## src/rtl/tmr_pkg.sv

```systemverilog
// Shared constants for the triplicated decoder: lane indices and default counter width.
package tmr_pkg;
  localparam int LANE_A        = 0;
  localparam int LANE_B        = 1;
  localparam int LANE_C        = 2;
  localparam int NUM_LANES     = 3;
  localparam int CNT_W_DEFAULT = 8;
endpackage

```

## src/rtl/majority_voter_err.sv

```systemverilog
// 2-of-3 majority voter that also reports which replicas disagree with the vote.
module majority_voter_err
  import tmr_pkg::*;
(
  input  logic [2:0] i_rep,
  output logic       o_vote,
  output logic [2:0] o_mis
);
  assign o_vote = (i_rep[LANE_A] & i_rep[LANE_B]) |
                  (i_rep[LANE_A] & i_rep[LANE_C]) |
                  (i_rep[LANE_B] & i_rep[LANE_C]);
  assign o_mis  = i_rep ^ {3{o_vote}};
endmodule

```

## src/rtl/tmr_diff_decoder.sv

```systemverilog
// Differential (XOR) decoder with a triplicated, voted and scrubbed previous-bit register.
// Optional per-lane saturating mismatch counters under TMR_DEC_ERR_CNT_EN.
module tmr_diff_decoder
  import tmr_pkg::*;
#(
  parameter int CNT_W = CNT_W_DEFAULT
) (
  input  logic       clk,
  input  logic       rst,
  input  logic       in_valid,
  input  logic       in,
  input  logic [2:0] inj,
  input  logic       err_clr,
  output logic       out_valid,
  output logic       out,
  output logic       err,
  output logic [2:0] err_lane
`ifdef TMR_DEC_ERR_CNT_EN
  ,
  output logic [CNT_W-1:0] cnt_a,
  output logic [CNT_W-1:0] cnt_b,
  output logic [CNT_W-1:0] cnt_c
`endif
);
  logic [2:0] w_rep;
  logic [2:0] w_mis;
  logic [2:0] w_flag;
  logic [2:0] w_rep_next;
  logic       w_prev;
  logic       r_out;
  logic       r_out_valid;
  logic       r_err;

  majority_voter_err u_voter (
    .i_rep  (w_rep),
    .o_vote (w_prev),
    .o_mis  (w_mis)
  );

  // Idle cycles reload every replica from the vote, which scrubs a single upset.
  always_comb begin
    w_rep_next = (in_valid ? {3{in}} : {3{w_prev}}) ^ inj;
  end

`ifdef TMR_DEC_ERR_CNT_EN
  localparam logic [CNT_W-1:0] CNT_MAX = '1;
  logic [CNT_W-1:0] w_cnt [NUM_LANES];
`endif

  genvar gi;
  generate
    for (gi = 0; gi < NUM_LANES; gi++) begin : gen_lane
      logic r_rep;
      logic r_flag;

      always_ff @(posedge clk) begin
        if (rst) begin
          r_rep  <= 1'b0;
          r_flag <= 1'b0;
        end else begin
          r_rep <= w_rep_next[gi];
          if (w_mis[gi]) begin
            r_flag <= 1'b1;
          end else if (err_clr) begin
            r_flag <= 1'b0;
          end
        end
      end

      assign w_rep[gi]  = r_rep;
      assign w_flag[gi] = r_flag;

`ifdef TMR_DEC_ERR_CNT_EN
      logic [CNT_W-1:0] r_cnt;

      // A mismatch coinciding with a clear restarts the count at one.
      always_ff @(posedge clk) begin
        if (rst) begin
          r_cnt <= '0;
        end else if (w_mis[gi]) begin
          if (err_clr) begin
            r_cnt <= CNT_W'(1);
          end else if (r_cnt != CNT_MAX) begin
            r_cnt <= r_cnt + CNT_W'(1);
          end
        end else if (err_clr) begin
          r_cnt <= '0;
        end
      end

      assign w_cnt[gi] = r_cnt;
`endif
    end
  endgenerate

  always_ff @(posedge clk) begin
    if (rst) begin
      r_out       <= 1'b0;
      r_out_valid <= 1'b0;
      r_err       <= 1'b0;
    end else begin
      r_out_valid <= in_valid;
      if (in_valid) begin
        r_out <= in ^ w_prev;
      end
      if (|w_mis) begin
        r_err <= 1'b1;
      end else if (err_clr) begin
        r_err <= 1'b0;
      end
    end
  end

  assign out       = r_out;
  assign out_valid = r_out_valid;
  assign err       = r_err;
  assign err_lane  = w_flag;

`ifdef TMR_DEC_ERR_CNT_EN
  assign cnt_a = w_cnt[LANE_A];
  assign cnt_b = w_cnt[LANE_B];
  assign cnt_c = w_cnt[LANE_C];
`endif
endmodule

```

## config.mk

```make
export PLATFORM = sky130hd
export DESIGN_NAME = tmr_diff_decoder
export DESIGN_NICKNAME = d
export VERILOG_FILES = /design/src/rtl/tmr_pkg.sv /design/src/rtl/majority_voter_err.sv /design/src/rtl/tmr_diff_decoder.sv
export SDC_FILE = /design/constraint.sdc
export NUM_CORES = 1
export LEC_CHECK = 0
export BUFFER_PORTS_ARGS = -buffer_cell sky130_fd_sc_hd__buf_2
export CORE_MARGIN = 4
export CORE_UTILIZATION = 35
export DETAILED_ROUTE_END_ITERATION = 10
export PLACE_DENSITY = 0.64
export SYNTH_ARGS = -nofsm -noshare
export SYNTH_HDL_FRONTEND = slang
export SYNTH_SLANG_ARGS = --single-unit
```

## constraint.sdc

```tcl
create_clock -name clk -period 4.8 [get_ports clk]
set_clock_uncertainty 0.2 [all_clocks]
set_input_delay 0.96 -clock clk [delete_from_list [all_inputs] [get_ports clk]]
set_output_delay 0.96 -clock clk [all_outputs]
set_load 0.02 [all_outputs]
```

* Word-level counts from Yosys, hierarchy flattened
Cells that the tools add are included.
Cells by class: mux-type cells 6, bitwise gates (word level) 8, reduce and logical (&&, ||, !) cells 5
Operators by type and width (number):
- $reduce_bool 2->1 | 4
- $xor 3x3->3 | 2
- $mux 1 | 5
- $and 1x1->1 | 3
- $mux 3 | 1
- $reduce_or 3->1 | 1
- $or 1x1->1 | 2
- $xor 1x1->1 | 1
Storage, ports and cells: flip-flop bits (word level) 9, logic and storage cells 28

* Longest topological paths before layout
Gate-level depths: netlist (run 1).
depth in word-level cells 6, depth in mapped cells 5, depth with buffers taken out 4

* Cells and area by module
From an unflattened synthesis (run 1), not the netlist that was laid out.
Second synthesis, totals: cell total of the unflattened synthesis 47, area, all modules 426.7 um^2
By module, submodules not included:
- tmr_diff_decoder | times used 1, cells an instance 38, area each 367.9 um^2, seq. area each 180.2 um^2
- majority_voter_err | times used 1, cells an instance 9, area each 58.8 um^2, seq. area each 0.0 um^2

* Least setup slack after synthesis (run 1)
No wires, ideal clock.
path type input port to flip-flop, start point in in, end point reg gen_lane[0].r_rep, arrival time 1.601 ns, slack 2.878 ns, stages 3, path buffers 0, cells stage by stage nand2b_1 > o31a_1 > mux2_4
Between the ends: longest elaborated chain between the ends 2
RTL lines:
- start: declaration | line tmr_diff_decoder.sv:11 | input logic in,
- $mux 3 | line tmr_diff_decoder.sv:42 | w_rep_next = (in_valid ? {3{in}} : {3{w_prev}}) ^ inj;
- $xor 3x3->3 | line tmr_diff_decoder.sv:42
- end signal: assignment | line tmr_diff_decoder.sv:61 | r_rep <= w_rep_next[gi];
- end: declaration | line tmr_diff_decoder.sv:53 | logic r_rep;
Every way passes these cells. A chain may end at the register's enable or synchronous reset.

* Worst setup path in the final report (run 1)
start point reg gen_lane[0].r_flag, end point out err_lane[0]
RTL lines:
- start: declaration | line tmr_diff_decoder.sv:54 | logic r_flag;
- start signal: assignment | line tmr_diff_decoder.sv:59 | r_flag <= 1'b0;
- start signal: assignment | line tmr_diff_decoder.sv:63 | r_flag <= 1'b1;
- start signal: assignment | line tmr_diff_decoder.sv:65 | r_flag <= 1'b0;
- end: declaration | line tmr_diff_decoder.sv:17 | output logic [2:0] err_lane
No word-level cell between the ends.

==> flow_summary.yaml, run 1 <==
synthesis:
  synthTopCellsByArea: "dfxtp_1, mux2_4, nor2b_1"
  synth_ff_type: "dfxtp_1"
  synth_most_common_cell: "dfxtp_1"
  ys_top_cells_by_count: "dfxtp_1, nor2_1, nor2b_1"
  synthCells: 50
  syn_avg_cell_area_um2: 9.159
  synth.top_cell.area_share_pct: 39.34
  synth_fp_nets: 59
  synth_edf_count: 0
  synth_area_leader_cell: "dfxtp_1"
  synthArstFlopShare_pct: 0
  yosysSeqAreaShare_pct: 39.34
  ys_ff_latch: 9
  yosysWarnings: 0
  yosys.cell_types.count: 21
  synth_area_um2: 457.9
status:
  status: "complete, no violations"
cells_and_area:
  syn2layout_area_growth_pct: 17.21
  nets: 72
  multi_input_area_um2: 240.2
  fin_util_pct: 45.83
  drive_gt1_share_pct: 30.65
  seqCellArea_um2: 180.2
  final.fill_count: 122
  diodes: 0
worst_hold_path:
  min_path_type: "register to register"
  min_from: "gen_lane[2].r_flag"
timing:
  max_slew_margin_pct: 80.26
  worst_pin_slew_ns: 0.2923
  clock.fmax_mhz: 524.4
  hold_violations: 0
  finalMaxSlewViolations: 0
  final.min_clock_period_ns: 1.907
  grt_setup_unrepaired: "no"
  tns_ns: 0
  setup_viol: 0
  min_period_over_period_pct: 39.73
grt:
  grt_pass1_wl_um: 1145
  globalRouteTotalUtil_pct: 8.229
  overflow: 0
  antenna_found_initial: 0
  grt_pass1_vias: 271
  grt_max_degree: 16
flow_run:
  cap_violations: 0
setup_path:
  crit_path_start: "gen_lane[0].r_flag"
  setup.worst_path.end_class: "output port"
  path_max_fanout: 2
  cp.required_ns: 3.64
  worst_path_max_delay_cell: "dfxtp_1"
  crit_arrival_ns: 0.75
  critical_path_class: "register to output port"
  reg2reg_from: "gen_lane[1].r_rep"
  crit_chain: "buf_2"
  cpPeakStageDelay_ns: 0.33
  crit_buf_inv: 1
  crit_family: "flip-flops"
  startpoint_type: "register"
place:
  routabilityCongestion: 0.6132
  dp_hpwl_um: 564.7
  port_buffers: 13
floorplan:
  die_area_mm2: 0.001951
  coreArea_mm2: 0.001171
  dieHeight_um: 44.17
  pin_count: 14
  start_util_pct: 39.10
  num_rows: 12
  die_width_um: 44.17
route:
  post_drt_via_cell_ratio: 4.803
  drt-pass1-iter-count: 1
  wl_per_cell_um: 9.526
  drc_errors: 0
  drtIter0Drc: 0
  drtAntennaViolNets: 0
  vias: 365
  drt_wl_total_um: 724
clocking:
  cts.path.max_buffers: 2
  h-tree-depth: 1
  cts_buffers: 3
  cts_resized: 0
  cts_hold_buffers: 0
  clk_pin_slew_ns: 0.06
  tritoncts: "yes"
  cts.sinks: 9
  root_buffer: "clkbuf_4"
  clk_latency_ns: 0.26
  post_cts_buffers: 0
power:
  leakage_nw: 0.2510
  vdd_drop_max_uv: 171.8
  pwr_density_cell_mw_per_mm2: 344.1
  p_total_mw: 0.1847
-- cell families after synthesis --
| logic type | synth area share, % |
|---|---|
| AND/OR/NAND/NOR | 16.39 |
| adder cells (fa/ha/maj) | 2.732 |
| AO/OA/AOI/OAI | 21.31 |
| flip-flops | 39.34 |
| multiplexers | 12.02 |
| buffers and inverters | 8.198 |
-- final timing paths --
path / to / slack, ns / cells past startpoint
hold / removal: gen_lane[2].r_flag / 0.25 / 2
hold reg to reg: gen_lane[2].r_flag / 0.25 / 2
setup reg to reg: gen_lane[1].r_rep / 3.12 / 3
setup / recovery: err_lane[0] / 2.89 / 1
-- area by class of cell --
| type | instances | share of cell area, % |
|---|---|---|
| Multi-Input combinational cell | 34 | 44.76 |
| Sequential cell | 9 | 33.57 |
| Timing Repair Buffer | 13 | 12.12 |
| Clock buffer | 4 | 4.895 |
| Tap cell | 14 | 3.263 |
| Inverter | 2 | 1.399 |
-- per-stage QoR --
stage	setup WS (ns)	cells	cell area, um^2	hold WS (ns)
after floorplan	2.878	50	457.9	0.2367
final	2.893	76	536.8	0.2504
after detailed placement	2.717	72	510.5	0.2471
after CTS	2.868	76	536.8	0.2557
after global routing	2.836	76	536.8	0.2683
after global placement	2.733	72	510.5	0.2400
-- layout by cell type (no fill, tap or decap) --
cell      instances
dfxtp_1           9
ha_1              1
nand2b_1          2
o32a_1            1
mux2_4            3
nor2b_1           4
o21ai_0           3
a21oi_1           3
nand2_1           1
inv_1             2
o31a_1            1
clkbuf_1          1
buf_2            13
a22oi_1           2
clkbuf_4          3
a211o_1           2
o21a_1            1
o311ai_0          1
nor3_1            1
mux2i_1           1
nor2_1            6
nand4_1           1
-- metal layers --
| metal | track usage (%) | vias up | share of wire (%) |
|---|---|---|---|
| met5 | 0 | - | 0 |
| met4 | 7.229 | 0 | 2.9 |
| met3 | 2.439 | 2 | 8.6 |
| met2 | 10.47 | 12 | 41 |
| met1 | 10.92 | 151 | 47 |
| li1 | - | 200 | - |
-- report_power, final --
part           total (mW)  internal [mW]  switching, mW  leakage (nW)
logic              0.0390         0.0191         0.0199         0.161
registers          0.0880         0.0823        0.00571        0.0747
clock network      0.0577         0.0320         0.0257        0.0150
-- state kept, by name (all words and copies together) (netlist names) --
| signal | count |
|---|---|
| gen_lane.r_flag | 3 |
| out | 1 |
| gen_lane.r_rep | 3 |
| err | 1 |
| out_valid | 1 |
-- tightest hold or removal path, delay by kind of cell, from the launching register on --
kind            cells  cell delay [ns]
flops               1             0.30
simple gates        1             0.05
compound gates      1             0.05
Power figures use the tool's default switching activity.
==> inputs of run 2 (changes only) <==
- PLACE_DENSITY: 0.64 -> 0.66
- clock period: 4.8 -> 1.7 ns (I/O delays scaled with it)
==> run 2 against run 1 <==
  * Global-route usage grew 0.090 points
  * Cell area up 1.4%
  * Clock power grew to 2.9 times the previous value
  * Register-to-register slack worse by 3.0 ns
  * Wire length rose by 6.6%
  * First-iteration DRC count rose by 4
  * Clock-buffer cell count unchanged
  * Setup slack lost 2.7 ns
  * Critical path depth grew 2
  * Critical endpoint is now gen_lane[1].r_rep
  * Largest power group unchanged
  * Highest routed layer unchanged
==> flow_summary.yaml, run 2 (synthesized netlist as in run 1, its figures left out) <==
setup_path:
  rr_worst_depth: 3
  critical_path_class: "register to register"
  crit_chain: "ha_1 > o31a_1 > mux2_4"
  setup.worst_path.end_class: "register"
  reg2reg_from: "gen_lane[0].r_rep"
  reg2reg_slack_ns: 0.15
  startpoint_type: "register"
  cp.required_ns: 1.65
  worstReg2RegEnd: "gen_lane[1].r_rep"
  cpPeakStageDelay_ns: 0.36
  path_max_fanout: 7
  worst_path_max_delay_cell: "dfxtp_1"
  crit_arrival_ns: 1.50
route:
  drc_errors: 0
  drt_wl_total_um: 772
  wl_per_cell_um: 10.03
  drtIter0Drc: 4
  post_drt_via_cell_ratio: 4.792
  drt-pass1-iter-count: 3
  drtAntennaViolNets: 0
  vias: 369
timing:
  final.min_clock_period_ns: 1.555
  max_slew_margin_pct: 81.84
  finalWorstSetupSlack_ns: 0.1452
  grt_setup_unrepaired: "no"
  clock.fmax_mhz: 643.2
  tns_ns: 0
  hold_violations: 0
  setup_viol: 0
  min_period_over_period_pct: 91.46
  finalMaxSlewViolations: 0
  worst_pin_slew_ns: 0.2695
clocking:
  cts_resized: 0
  tritoncts: "yes"
  root_buffer: "clkbuf_4"
  cts_hold_buffers: 0
  cts_buffers: 3
  cts.sinks: 9
  clk_latency_ns: 0.26
  post_cts_buffers: 0
  clk_pin_slew_ns: 0.06
  h-tree-depth: 1
  cts.path.max_buffers: 2
power:
  vdd_drop_max_uv: 396.5
  leakage_nw: 0.2564
  p_total_mw: 0.5276
  pwr_density_cell_mw_per_mm2: 969.4
place:
  pre_cts_slack_ns: 0.1532
  dp_hpwl_um: 591.2
  port_buffers: 13
  dp.cells: 73
  routabilityCongestion: 0.6779
floorplan:
  die_width_um: 44.17
  coreArea_mm2: 0.001171
  num_rows: 12
  die_area_mm2: 0.001951
  dieHeight_um: 44.17
  start_util_pct: 39.10
  pin_count: 14
grt:
  overflow: 0
  globalRouteTotalUtil_pct: 8.319
  grt_pass1_wl_um: 1145
  grt_max_degree: 16
  antenna_found_initial: 0
  grt_pass1_vias: 276
worst_hold_path:
  min_from: "in"
  holdPathStages: 3
  hold_end: "out"
  min_path_type: "input port to register"
flow_run:
  cap_violations: 0
cells_and_area:
  fin_cells: 77
  final_cell_mix: "buf_2, dfxtp_1, nor2_1"
  drive_gt1_share_pct: 31.75
  nets: 73
  syn2layout_area_growth_pct: 18.85
  largestRegisters: "gen_lane.r_flag: 3 flops, gen_lane.r_rep: 3 flops"
  fin_util_pct: 46.47
  final_common_cell: "buf_2"
  diodes: 0
status:
  status: "complete, no violations"
[run 2: cell count changes in the layout (fill, tap and decap cells not counted), sizes merged]
| cell | previous run | this run |
|---|---|---|
| buf | 13 | 14 |
[run 2: worst max-delay path by stage]
| stage | from | end | slack (ns) | cells past startpoint |
|---|---|---|---|---|
| finish | gen_lane[0].r_rep | gen_lane[1].r_rep | 0.15 | 3 |
| global route | gen_lane[0].r_rep | gen_lane[1].r_flag | 0.08 | 5 |
| CTS | gen_lane[0].r_rep | gen_lane[1].r_rep | 0.14 | 3 |
| detailed placement | gen_lane[0].r_rep | gen_lane[1].r_rep | 0.15 | 3 |
| global placement | gen_lane[0].r_rep | gen_lane[2].r_rep | 0.17 | 3 |
| floorplan | gen_lane[0].r_rep | gen_lane[0].r_rep | 0.04 | 4 |
[run 2: per-stage QoR]
step	hold WS, ns	area [um^2]
after floorplan	0.2367	457.9
after global placement	0.2422	518.0
after detailed placement	0.2474	518.0
after CTS	0.1612	544.3
after global routing	0.1753	544.3
final	0.1633	544.3
[run 2: routing by layer]
| layer | global-route usage [%] | wire length (um) | up-vias |
|---|---|---|---|
| li1 | - | - | 203 |
| met1 | 11.19 | 373 | 152 |
| met2 | 10.17 | 318 | 12 |
| met3 | 2.846 | 65 | 2 |
| met4 | 7.229 | 15 | 0 |
| met5 | 0 | 0 | - |
[run 2: area by class of cell]
type | instances | area, um^2
clock buffers | 4 | 26.28
fillers | 129 | 626.9
inverters | 2 | 7.507
multi-input cells | 34 | 240.2
flip-flops and latches | 9 | 180.2
well taps | 14 | 17.52
repair buffers | 14 | 72.57
[run 2: where the power goes]
part,switching [mW],internal (mW)
sequential,0.0163,0.232
clock,0.0756,0.0905
combinational,0.0577,0.0553
total,0.150,0.378
[run 2: critical path, delay by kind of cell (launching register included)]
| kind | cells | cell delay (ns) |
|---|---|---|
| compound gates | 1 | 0.34 |
| fa+ha+maj | 1 | 0.23 |
| mux | 1 | 0.31 |
| flops | 1 | 0.36 |
